## config.mk

```make
export PLATFORM = sky130hd
export DESIGN_NAME = dram_line_master
export DESIGN_NICKNAME = d
export VERILOG_FILES = /design/src/rtl/dram_line_master.sv
export SDC_FILE = /design/constraint.sdc
export NUM_CORES = 1
export LEC_CHECK = 0
export ABC_AREA = 1
export CAP_MARGIN = 20
export CORE_MARGIN = 2
export CORE_UTILIZATION = 25
export DETAILED_ROUTE_END_ITERATION = 6
export PLACE_DENSITY = 0.58
export SKIP_LAST_GASP = 1
export SYNTH_ARGS = -nofsm -noshare
export SYNTH_HDL_FRONTEND = slang
export SYNTH_SLANG_ARGS = --single-unit
export TNS_END_PERCENT = 1
```

## constraint.sdc

```tcl
create_clock -name clk -period 17 [get_ports clk]
set_input_delay 4.25 -clock clk [delete_from_list [all_inputs] [get_ports clk]]
set_output_delay 4.25 -clock clk [all_outputs]
set_load 0.05 [all_outputs]
```

## src/rtl/dram_line_master.sv

```systemverilog
// rtl/dram_line_master.sv - whole-line read/write initiator for a single-port 1-cycle-latency DRAM port
module dram_line_master #(
  parameter int DATA  = 32,
  parameter int ADDR  = 28,
  parameter int BEATS = 4
) (
  input  logic                  clk,
  input  logic                  reset,
  input  logic                  req_valid,
  output logic                  req_ready,
  input  logic                  req_wr,
  input  logic [ADDR-1:0]       req_addr,
  input  logic [DATA*BEATS-1:0] req_data,
  output logic                  resp_valid,
  input  logic                  resp_ready,
  output logic                  resp_wr,
  output logic [DATA*BEATS-1:0] resp_data,
  output logic                  dram_wr,
  output logic [ADDR-1:0]       dram_addr,
  output logic [DATA-1:0]       dram_din,
  input  logic [DATA-1:0]       dram_dout
);

  localparam int LB = $clog2(BEATS);
  localparam logic [LB-1:0] LAST = LB'(BEATS - 1);

  typedef enum logic [2:0] {IDLE, WRITE, READ, RTAIL, RESP} state_t;

  state_t                state;
  logic [LB-1:0]         beat;
  logic [LB-1:0]         beat_nxt;
  logic [LB-1:0]         beat_prv;
  logic [DATA*BEATS-1:0] wline;
  logic                  unused_addr_bits;

  // Line-offset bits of the request address are dropped: every access is line aligned.
  assign unused_addr_bits = ^req_addr[LB-1:0];

  assign req_ready = (state == IDLE);
  assign beat_nxt  = beat + 1'b1;
  assign beat_prv  = beat - 1'b1;

  // Line sequencer: one DRAM beat per cycle, then hold the response until the client takes it.
  // Beat addresses are formed by replacing only the low LB bits, so a line never wraps.
  always_ff @(posedge clk or posedge reset) begin
    if (reset) begin
      state      <= IDLE;
      beat       <= '0;
      wline      <= '0;
      dram_wr    <= 1'b0;
      dram_addr  <= '0;
      dram_din   <= '0;
      resp_valid <= 1'b0;
      resp_wr    <= 1'b0;
      resp_data  <= '0;
    end else begin
      case (state)
        IDLE: begin
          if (req_valid) begin
            wline     <= req_data;
            beat      <= '0;
            dram_addr <= {req_addr[ADDR-1:LB], {LB{1'b0}}};
            dram_wr   <= req_wr;
            dram_din  <= req_data[DATA-1:0];
            state     <= req_wr ? WRITE : READ;
          end
        end
        WRITE: begin
          if (beat != LAST) begin
            beat      <= beat_nxt;
            dram_addr <= {dram_addr[ADDR-1:LB], beat_nxt};
            dram_din  <= wline[beat_nxt*DATA +: DATA];
          end else begin
            dram_wr    <= 1'b0;
            resp_wr    <= 1'b1;
            resp_valid <= 1'b1;
            state      <= RESP;
          end
        end
        READ: begin
          // Data for the previous beat's address arrives one cycle late.
          if (beat != '0) begin
            resp_data[beat_prv*DATA +: DATA] <= dram_dout;
          end
          if (beat != LAST) begin
            beat      <= beat_nxt;
            dram_addr <= {dram_addr[ADDR-1:LB], beat_nxt};
          end else begin
            state <= RTAIL;
          end
        end
        RTAIL: begin
          resp_data[LAST*DATA +: DATA] <= dram_dout;
          resp_wr    <= 1'b0;
          resp_valid <= 1'b1;
          state      <= RESP;
        end
        RESP: begin
          if (resp_ready) begin
            resp_valid <= 1'b0;
            state      <= IDLE;
          end
        end
        default: state <= IDLE;
      endcase
    end
  end

endmodule

```

Yosys cells after proc, flatten, opt, wreduce, memory -nomap -nowiden --
Index checks and enable logic that the tools add are counted.
Cells by class: $add $sub $neg 3, multipliers 0, divide/modulo/power cells 0, $lt $le $gt $ge 0, equality and inequality tests 12, shifts and indexed selects 3, mux-type cells 25, bitwise logic cells 1, reduce and logical (&&, ||, !) cells 18
Operators by type and width (count):
- $bwmux W128 | 1
- $mux W128 | 1
- $pmux W32 S2 | 2
- $shift A32 B34 Y128 const A | 1
- $shiftx A128 B8 Y32 | 1
- $shiftx A32 B34 Y128 | 1
- $mux W32 | 2
- $pmux W28 S2 | 1
- $neg A7 Y34 | 1
- $mux W28 | 1
- $pmux W3 S5 | 1
- $reduce_and A3 Y1 | 5
- $ne A2 B2 Y1 const B | 7
- $mux W3 | 4
- $reduce_bool A2 Y1 | 5
- $mux W2 | 4
- $reduce_and A2 Y1 | 4
- $eq A3 B2 Y1 const B | 2
- $mux W1 | 4
- $pmux W1 S2 | 2
- $pmux W2 S2 | 1
- $reduce_and A4 Y1 | 1
- $eq A3 B1 Y1 const B | 1
- $eq A3 B3 Y1 const B | 1
- 8 further kinds | 8
Storage, ports and cells: bits in registers 324, latch bits 0, RAM bits 0, bits in read-only memories 0, input port bits 193, output and inout bits 192, memories kept 0

Logic depth before layout (Yosys ltp) --
Gate-level depths: netlist of run 1.
depth in word-level cells 6, depth in mapped cells 10

Worst setup path before layout of run 1 --
No wires, ideal clock.
kind reg2out, from reg state[0], to out req_ready, arrival 1.316 ns, required time 12.750 ns, path slack 11.434 ns, stages on the path, launching flop included 4, buffers on the path 0, cells stage by stage dfrtp_1 > nor2_4 > inv_1 > nor2_1
On the way: cells in the longest elaborated chain, start to end 1
RTL lines:
- start: declaration | RTL line 29 | state_t state;
- start signal: assignment | RTL line 65 | state <= req_wr ? WRITE : READ;
- $logic_not A3 Y1 | RTL line 39 | assign req_ready = (state == IDLE);
- end: declaration | RTL line 10 | output logic req_ready,
No other way between the ends.

==> results of run 1 <==
[cells by family (layout without fill, tap and decap cells)]
family	count (synthesis)	after routing	synth area share
adder cells (fa/ha/maj)	7	7	0.00617
buffers and inverters	316	684	0.0898
flip-flops	322	322	0.568
other	0	3	0
AND/OR/NAND/NOR	848	848	0.245
AO/OA/AOI/OAI	257	257	0.0907
[final cells by class]
cell class	instances	area, um^2	area share
multi-input combinational	1112	4900	0.245
antenna	3	7.51	0.000375
inverter	209	792	0.0396
timing repair buffer	404	4050	0.202
clock inverter	11	119	0.00594
clock buffer	60	1140	0.0572
tap	756	946	0.0472
sequential	322	8060	0.402
[synthesized netlist by cell type (all sizes together)]
| cell type | n |
|---|---|
| buf | 50 |
| clkbuf | 57 |
| nor3 | 1 |
| o21ai | 254 |
| nand3b | 1 |
| nand4 | 3 |
| nor2 | 77 |
| dfrtp | 322 |
| ha | 7 |
| clkinv | 1 |
| nand3 | 200 |
| inv | 208 |
| a21oi | 3 |
| nand2 | 566 |
[layout by cell type (no fill, tap or decap)]
cell type and instances:
inv_16 2, buf_12 2, inv_2 3, o21ai_1 38, nor2_2 3, buf_16 2
diode_2 3, clkinvlp_4 2, inv_1 204, nor2_4 4, nand2_2 2, a21oi_1 3
ha_2 1, clkinv_2 5, o21ai_0 216, clkbuf_8 9, inv_6 1, dfrtp_2 1
buf_4 18, clkbuf_16 39, bufinv_16 1, inv_8 1, nor3_4 1, clkdlybuf4s50_1 382
clkbuf_1 12, nand3b_2 1, nand3_4 1, dfrtp_1 321, nand3_1 197, nand2_1 564
nor2_1 70, nand3_2 2, nand4_1 3, clkinv_1 1, ha_1 6
[sequential cells by signal, summed over array words and instances, names as in the netlist]
register	count
dram_addr	28
dram_din	32
dram_wr	1
resp_data	128
resp_valid	1
resp_wr	1
state	3
wline	128
[tightest hold or removal path: stages, from the launching register on]
cell and delay, ns:
dfrtp_1 0.34, nand2_1 0.05, nand2_1 0.06
[layer usage]
layer	global-route usage	share of wire	vias to the layer above
met3	0.0421	0.072	86
li1	-	-	6171
met1	0.204	0.42	6184
met2	0.284	0.48	460
met5	0	0.0015	-
met4	0.0557	0.029	12
[metrics by stage]
step                      instances  hold slack [ns]  cell area [um^2]  power [mW]  utilization
after floorplan                1750            0.453             14200        2.73            -
after global placement         2799            0.462             18700        3.48        0.332
after detailed placement       2802            0.465             18700        3.53        0.333
after CTS                      2873            0.481             20000        4.38        0.355
after global routing           2874            0.503             20000        4.60        0.356
final                          2877            0.479             20000        4.33        0.356
[worst paths after layout]
| check | end | slack, ns | cells after the start |
|---|---|---|---|
| max | dram_din[5] | 9.73 | 5 |
| min | resp_data[93] | 0.48 | 2 |
| max reg2reg | wline[24] | 13.15 | 5 |
| max in group clk | wline[24] | 10.03 | 5 |
| min reg2reg | resp_data[93] | 0.48 | 2 |
| min in group asynchronous | resp_data[68] | 4.24 | 2 |
[power by group]
part | internal, mW | leakage (nW) | total, mW | switching (mW)
clock network | 0.484 | 0.618 | 0.827 | 0.344
logic | 0.664 | 5.07 | 2.16 | 1.50
registers | 1.12 | 3.79 | 1.34 | 0.213
==> results.cfg, run 1 <==
[critical_path]
crit_path_cell_trace = clkdlybuf4s50_1, inv_8, buf_4, buf_4, buf_4
critical_path.top_delay_family = buffers and inverters
cp-startpoint = reset
cpPeakStageDelay_ns = 0.88
crit_fanout = 129
critPathKind = in2async
cp-start-kind = input pin
crit_top_cell = buf_4
cp.required_ns = 17.55
crit_slowest_cell = buf_4
endpoint_kind = async pin
rr_startpoint = state[1]
crit_buf_inv = 5
crit_arrival_ns = 7.82

[place]
portBuffers = 382
gp_congestion = 0.827
place_ws_ns = 8.86
dp_hpwl_mm = 33.6

[yosys]
postSynthRegisterBits = 322
synth_nets = 1950
yosys_warnings = 0
synth_top_area_share = 0.568
yosysSeqAreaShare = 0.568
ys_types = 23
syn_area_per_cell_um2 = 8.11
netlist_top_cells_area = dfrtp_1 57%, nand2_1 15%, o21ai_0 7.6%, nand3_1 7.0%, inv_1 5.4%
postSynthCellCount = 1750
synth_top_area_cell = dfrtp_1
synth_area_um2 = 14200

[route]
via_count = 12913
via_per_inst = 4.49
drt_pre_antenna_iters = 5
avgRoutedWirePerCell_um = 17.2
postRouteAntennaNets = 0
drt_iter0_drc = 815
routed_wl_mm = 49.6
route.detailed.drc = 0

[final_layout]
syn_to_final_growth_pct = 41.2
layout.nets = 2288
drive_above_1_share = 0.0477
fill_cells = 5880

[global_route]
grt_pass1_wl_mm = 76.2
grt_overflow = 0
grt_start_max_net_pins = 130
antenna_found_initial = 10
grt_pass1_vias = 12892
grt_usage = 0.166

[die]
dieArea_um2 = 58700
die_h_um = 242
rows = 87
start_util = 0.252
die_w_um = 242
core_area_um2 = 56300
boundaryPins = 385

[clocking]
post_cts_resized = 0
cts.clk_slew.worst_paths_ns = 0.06
cts_tree = built
post_cts_buffers = 0
cts_sinks = 322
cts_root_buffer = clkbuf_16
htreeDepth = 2
numCtsBuffers = 39
holdBufCountCts = 0
clock_latency_ns = 0.56
clock_path_buffers = 3

[sta]
worst_pin_slew_ns = 1.09
fin_ws_ns = 9.73
finalCritPeriodShare = 0.428
maxSlewHeadroom = 0.271
max_freq_mhz = 138
tns_ns = 0
setup_viol = 0
min_period_ns = 7.27
rsz0062_at_grt = no
clock-skew-final_ns = 0.0212
hold_viol_final = 0
finalMaxSlewViolations = 0

[power]
pwr_density_cell_nw_per_um2 = 216
p_leak_nw = 9.48
peakVddDrop_v = 0.0000873

[worst_hold_path]
min_path_type = reg2reg
min_from = resp_data[93]

[run_status]
status = finished, final reports clean

[flow_run]
drv_cap = 0
No activity file was read; power rests on OpenSTA's default activity.
==> run 2: changes to the inputs <==
PLACE_DENSITY = 0.6   (was 0.58)
clock period = 5.85 ns   (was 17 ns; I/O delays follow)
==> run 2 against run 1 <==
Net effect: die area unchanged; cell area increased by 0.62%; flip-flop and latch count unchanged; setup slack got worse by 8.0 ns; non-clock buffer count decreased by 4; register-to-register slack got worse by 11 ns; highest routed layer unchanged; power increased to 3.0 times the previous value; clock power increased to 3.1 times the previous value; core utilization increased by 0.22 points.
==> results.cfg, run 2 (synthesis results as in run 1) <==
[route]
drt_iter0_drc = 876
postRouteAntennaNets = 0
via_per_inst = 4.50
via_count = 12933
avgRoutedWirePerCell_um = 17.7
route.detailed.drc = 0
drt_pre_antenna_iters = 5
routed_wl_mm = 50.8

[clocking]
holdBufCountCts = 0
cts_root_buffer = clkbuf_16
post_cts_buffers = 0
cts_tree = built
numCtsBuffers = 40
cts_sinks = 322
post_cts_resized = 0
clock_path_buffers = 3
cts.clk_slew.worst_paths_ns = 0.06
htreeDepth = 2
clock_latency_ns = 0.54

[final_layout]
reg_top3 = resp_data: 128 flops, wline: 128 flops, dram_din: 32 flops
drive_above_1_share = 0.0478
syn_to_final_growth_pct = 42.0
layout_commonest_cell = nand2_1
fill_cells = 5770
layout.nets = 2285
final_area_um2 = 20100
layout_common_cells = 563 x nand2_1, 382 x clkdlybuf4s50_1, 321 x dfrtp_1

[power]
p_leak_nw = 9.52
pwr_density_cell_nw_per_um2 = 635
peakVddDrop_v = 0.000357

[global_route]
grt_start_max_net_pins = 182
antenna_found_initial = 10
grt_pass1_vias = 13096
grt_overflow = 0
grt_usage = 0.171
grt_pass1_wl_mm = 77.9

[sta]
rsz0062_at_grt = no
fin_ws_ns = 1.72
tns_ns = 0
worst_pin_slew_ns = 0.983
maxSlewHeadroom = 0.345
finalCritPeriodShare = 0.705
max_freq_mhz = 242
finalMaxSlewViolations = 0
hold_viol_final = 0
min_period_ns = 4.13
clock-skew-final_ns = 0.00891
setup_viol = 0

[critical_path]
cp-start-kind = flip-flop
rr_startpoint = dram_addr[1]
regToRegSetupSlack_ns = 1.72
cpPeakStageDelay_ns = 0.91
crit_fanout = 34
crit_slowest_cell = nor2_4
timing.rr.end = dram_din[31]
endpoint_kind = flip-flop
cp.depth = 10
critical_path.top_delay_family = buffers and inverters
cp.required_ns = 6.31
crit_arrival_ns = 4.59
crit_buf_inv = 4
critPathKind = reg2reg
reg2regPathDepth = 10
crit_path_cell_trace = inv_1, ha_2, buf_4, inv_2, nor2_4, buf_4, nand2_1, nand2_1, nor2_1, o21ai_0

[die]
rows = 87
start_util = 0.252
core_area_um2 = 56300
die_h_um = 242
die_w_um = 242
dieArea_um2 = 58700
boundaryPins = 385

[place]
dp_hpwl_mm = 34.2
gp_congestion = 0.831
place_ws_ns = 1.69
dpl_cell_area_um2 = 18700
portBuffers = 382

[run_status]
status = finished, final reports clean

[worst_hold_path]
min_path_cells = 2
min_path_type = reg2reg
min_from = resp_data[85]
min_to = resp_data[85]

[flow_run]
drv_cap = 0
## run 2: cell count changes in the layout (fill, tap and decap cells not counted), sizes merged
cell    delta
clkinv     -2
bufinv     +2
buf        -4
diode      +1
inv        -1
## run 2: worst register-to-register path: cells and delay by family, from the launching register on
kind                       cells  cell delay [ns]
and+or+nand+nor                4             1.20
buffers and inverters          4             1.84
DFF                            1             0.44
adders and majority gates      1             0.40
AOI/OAI and AO/OA              1             0.16
## run 2: how the worst max path moves through the flow
stage              endpoint  slack, ns    startpoint
2_1_floorplan  dram_addr[0]       0.09         reset
6_report       dram_din[31]       1.72  dram_addr[1]
5_1_grt        dram_din[29]       1.49  dram_addr[1]
4_1_cts        dram_din[14]       1.66  dram_addr[1]
3_3_place_gp   dram_din[29]       1.78  dram_addr[1]
3_5_place_dp   dram_din[14]       1.69  dram_addr[1]
## run 2: report_power, final
| part | switching (mW) | total [mW] | internal [mW] |
|---|---|---|---|
| clock network | 0.990 | 2.55 | 1.56 |
| logic | 4.43 | 6.36 | 1.93 |
| registers | 0.619 | 3.88 | 3.26 |
| total | 6.04 | 12.8 | 6.75 |
## run 2: final cells by class
cell class                 instances  area (um^2)  share of cell area
inverter                         209          788              0.0391
timing repair buffer             400         4080               0.202
clock inverter                    10          139             0.00689
antenna                            4         10.0            0.000497
multi-input combinational       1112         4920               0.244
tap                              756          946              0.0469
sequential                       322         8060               0.400
clock buffer                      60         1210              0.0599
## run 2: layer usage
metal / track usage / wire length, um / vias up
li1: - / - / 6153
met1: 0.213 / 21500 / 6208
met2: 0.289 / 24100 / 472
met3: 0.0405 / 3510 / 88
met4: 0.0614 / 1560 / 12
met5: 0 / 72 / -
## run 2: through the flow
step | hold WS (ns) | total power, mW | cells | utilization
6_report | 0.476 | 12.8 | 2873 | 0.358
5_1_grt | 0.497 | 13.6 | 2871 | 0.358
4_1_cts | 0.480 | 12.9 | 2867 | 0.357
3_5_place_dp | 0.465 | 10.3 | 2797 | 0.333
3_3_place_gp | 0.461 | 10.2 | 2794 | 0.332
2_1_floorplan | 0.453 | 7.93 | 1750 | -
==> run 3: changes to the inputs <==
PLACE_DENSITY = 0.58   (was 0.6)
clock period = 3.9 ns   (was 5.85 ns; I/O delays follow)
==> run 3 against run 2 <==
Net effect: sequential share of layout area grew 0.095 points; cell count is essentially flat; clock skew grew 0.017 ns; clock power grew 49%; wire length shrank 2.6%; via count shrank 0.95%; core utilization shrank 0.073 points; non-clock buffer count grew 6.
==> results.cfg, run 3 (synthesis results as in run 1) <==
[worst_hold_path]
min_to = resp_data[70]
min_path_type = reg2reg
min_from = resp_data[70]
min_path_cells = 2

[sta]
finalCritPeriodShare = 0.838
fin_ws_ns = 0.634
hold_viol_final = 0
worst_pin_slew_ns = 1.04
maxSlewHeadroom = 0.304
whs_ns = 0.479
tns_ns = 0
setup_viol = 0
clock-skew-final_ns = 0.0261
max_freq_mhz = 306
min_period_ns = 3.27
rsz0062_at_grt = no
finalMaxSlewViolations = 0

[final_layout]
reg_top3 = resp_data: 128 flops, wline: 128 flops, dram_din: 32 flops
layout_common_cells = 564 x nand2_1, 382 x clkdlybuf4s50_1, 321 x dfrtp_1
stdcell_count = 2872
syn_to_final_growth_pct = 41.7
final_area_um2 = 20100
layout_commonest_cell = nand2_1
drive_above_1_share = 0.0511
layout.nets = 2290
postLayoutCoreUtil = 0.357

[die]
die_w_um = 242
start_util = 0.252
core_area_um2 = 56300
die_h_um = 242
rows = 87
boundaryPins = 385
dieArea_um2 = 58700

[clocking]
cts_tree = built
cts_root_buffer = clkbuf_16
htreeDepth = 2
numCtsBuffers = 39
cts_sinks = 322
clock_path_buffers = 3
post_cts_buffers = 0
cts.clk_slew.worst_paths_ns = 0.06
holdBufCountCts = 0
clock_latency_ns = 0.56
post_cts_resized = 0

[critical_path]
crit_arrival_ns = 2.29
timing.rr.end = dram_din[29]
reg2regPathDepth = 9
crit_path_cell_trace = nor2_4, inv_1, nor2_1, clkdlybuf4s50_1
crit_fanout = 7
crit_slowest_cell = clkdlybuf4s50_1
cp.required_ns = 2.92
cp-start-kind = flip-flop
regToRegSetupSlack_ns = 1.03
cpPeakStageDelay_ns = 0.83
endpoint_kind = output pin
critPathKind = reg2out
crit_buf_inv = 2
rr_startpoint = dram_addr[1]
critical_path.top_delay_family = buffers and inverters

[global_route]
antenna_found_initial = 7
grt_usage = 0.166
grt_pass1_vias = 12990
grt_start_max_net_pins = 205
grt_overflow = 0
grt_pass1_wl_mm = 76.2

[place]
place_ws_ns = 0.810
dpl_cell_area_um2 = 18700
dp_cells = 2804
portBuffers = 382
gp_congestion = 0.837
dp_hpwl_mm = 33.4

[route]
via_count = 12810
route.detailed.drc = 0
drt_pre_antenna_iters = 5
highest_layer = met5
drt_iter0_drc = 804
wl_met3_mm = 3.43
wl_met1_mm = 20.4
postRouteAntennaNets = 0
avgRoutedWirePerCell_um = 17.2
routed_wl_mm = 49.5
met2_length_mm = 24.1
via_per_inst = 4.46

[power]
pwr_density_cell_nw_per_um2 = 947
p_total_mw = 19.0
p_leak_nw = 9.52
peakVddDrop_v = 0.000425

[run_status]
status = finished, final reports clean

[flow_run]
drv_cap = 0
-- run 3: cell types whose count changed in the layout (fill, tap and decap cells not counted), sizes merged --
cell / before / now
diode: 4 / 1
bufinv: 3 / 4
inv: 210 / 208
clkinvlp: 2 / 3
buf: 18 / 24
clkinv: 4 / 8
clkbuf: 60 / 52
-- run 3: area by class of cell --
class | count | area (um^2)
Antenna cell | 1 | 2.50
Clock buffer | 52 | 1150
Clock inverter | 14 | 194
Fill cell | 5779 | 36200
Inverter | 209 | 788
Multi-Input combinational cell | 1112 | 4900
Sequential cell | 322 | 8060
Tap cell | 756 | 946
Timing Repair Buffer | 406 | 4070
-- run 3: worst max path at each step --
stage                         start      endpoint  cells after the start
after CTS                  state[0]     req_ready                      4
after floorplan               reset  dram_addr[0]                      1
after global routing       state[0]     req_ready                      4
final                      state[0]     req_ready                      4
after global placement    req_valid  dram_din[17]                      7
after detailed placement  req_valid  dram_din[17]                      7
-- run 3: worst register-to-register path, delay by kind of cell (launching register included) --
kind                     cells  cell delay [ns]
AND/OR/NAND/NOR              4             1.00
buffers and inverters        3             0.76
flip-flops                   1             0.46
adder cells (fa/ha/maj)      1             0.36
AO/OA/AOI/OAI                1             0.19
-- run 3: per-layer routing --
metal	track usage	vias to the layer above
li1	-	6168
met1	0.202	6084
met2	0.288	456
met3	0.0371	94
met4	0.0619	8
met5	0	-
-- run 3: where the power goes --
part / internal, mW / switching, mW / leakage [nW] / total [mW]
combinational: 2.88 / 6.55 / 5.06 / 9.43
clock: 2.32 / 1.47 / 0.659 / 3.79
sequential: 4.89 / 0.929 / 3.79 / 5.82
total: 10.1 / 8.95 / 9.52 / 19.0
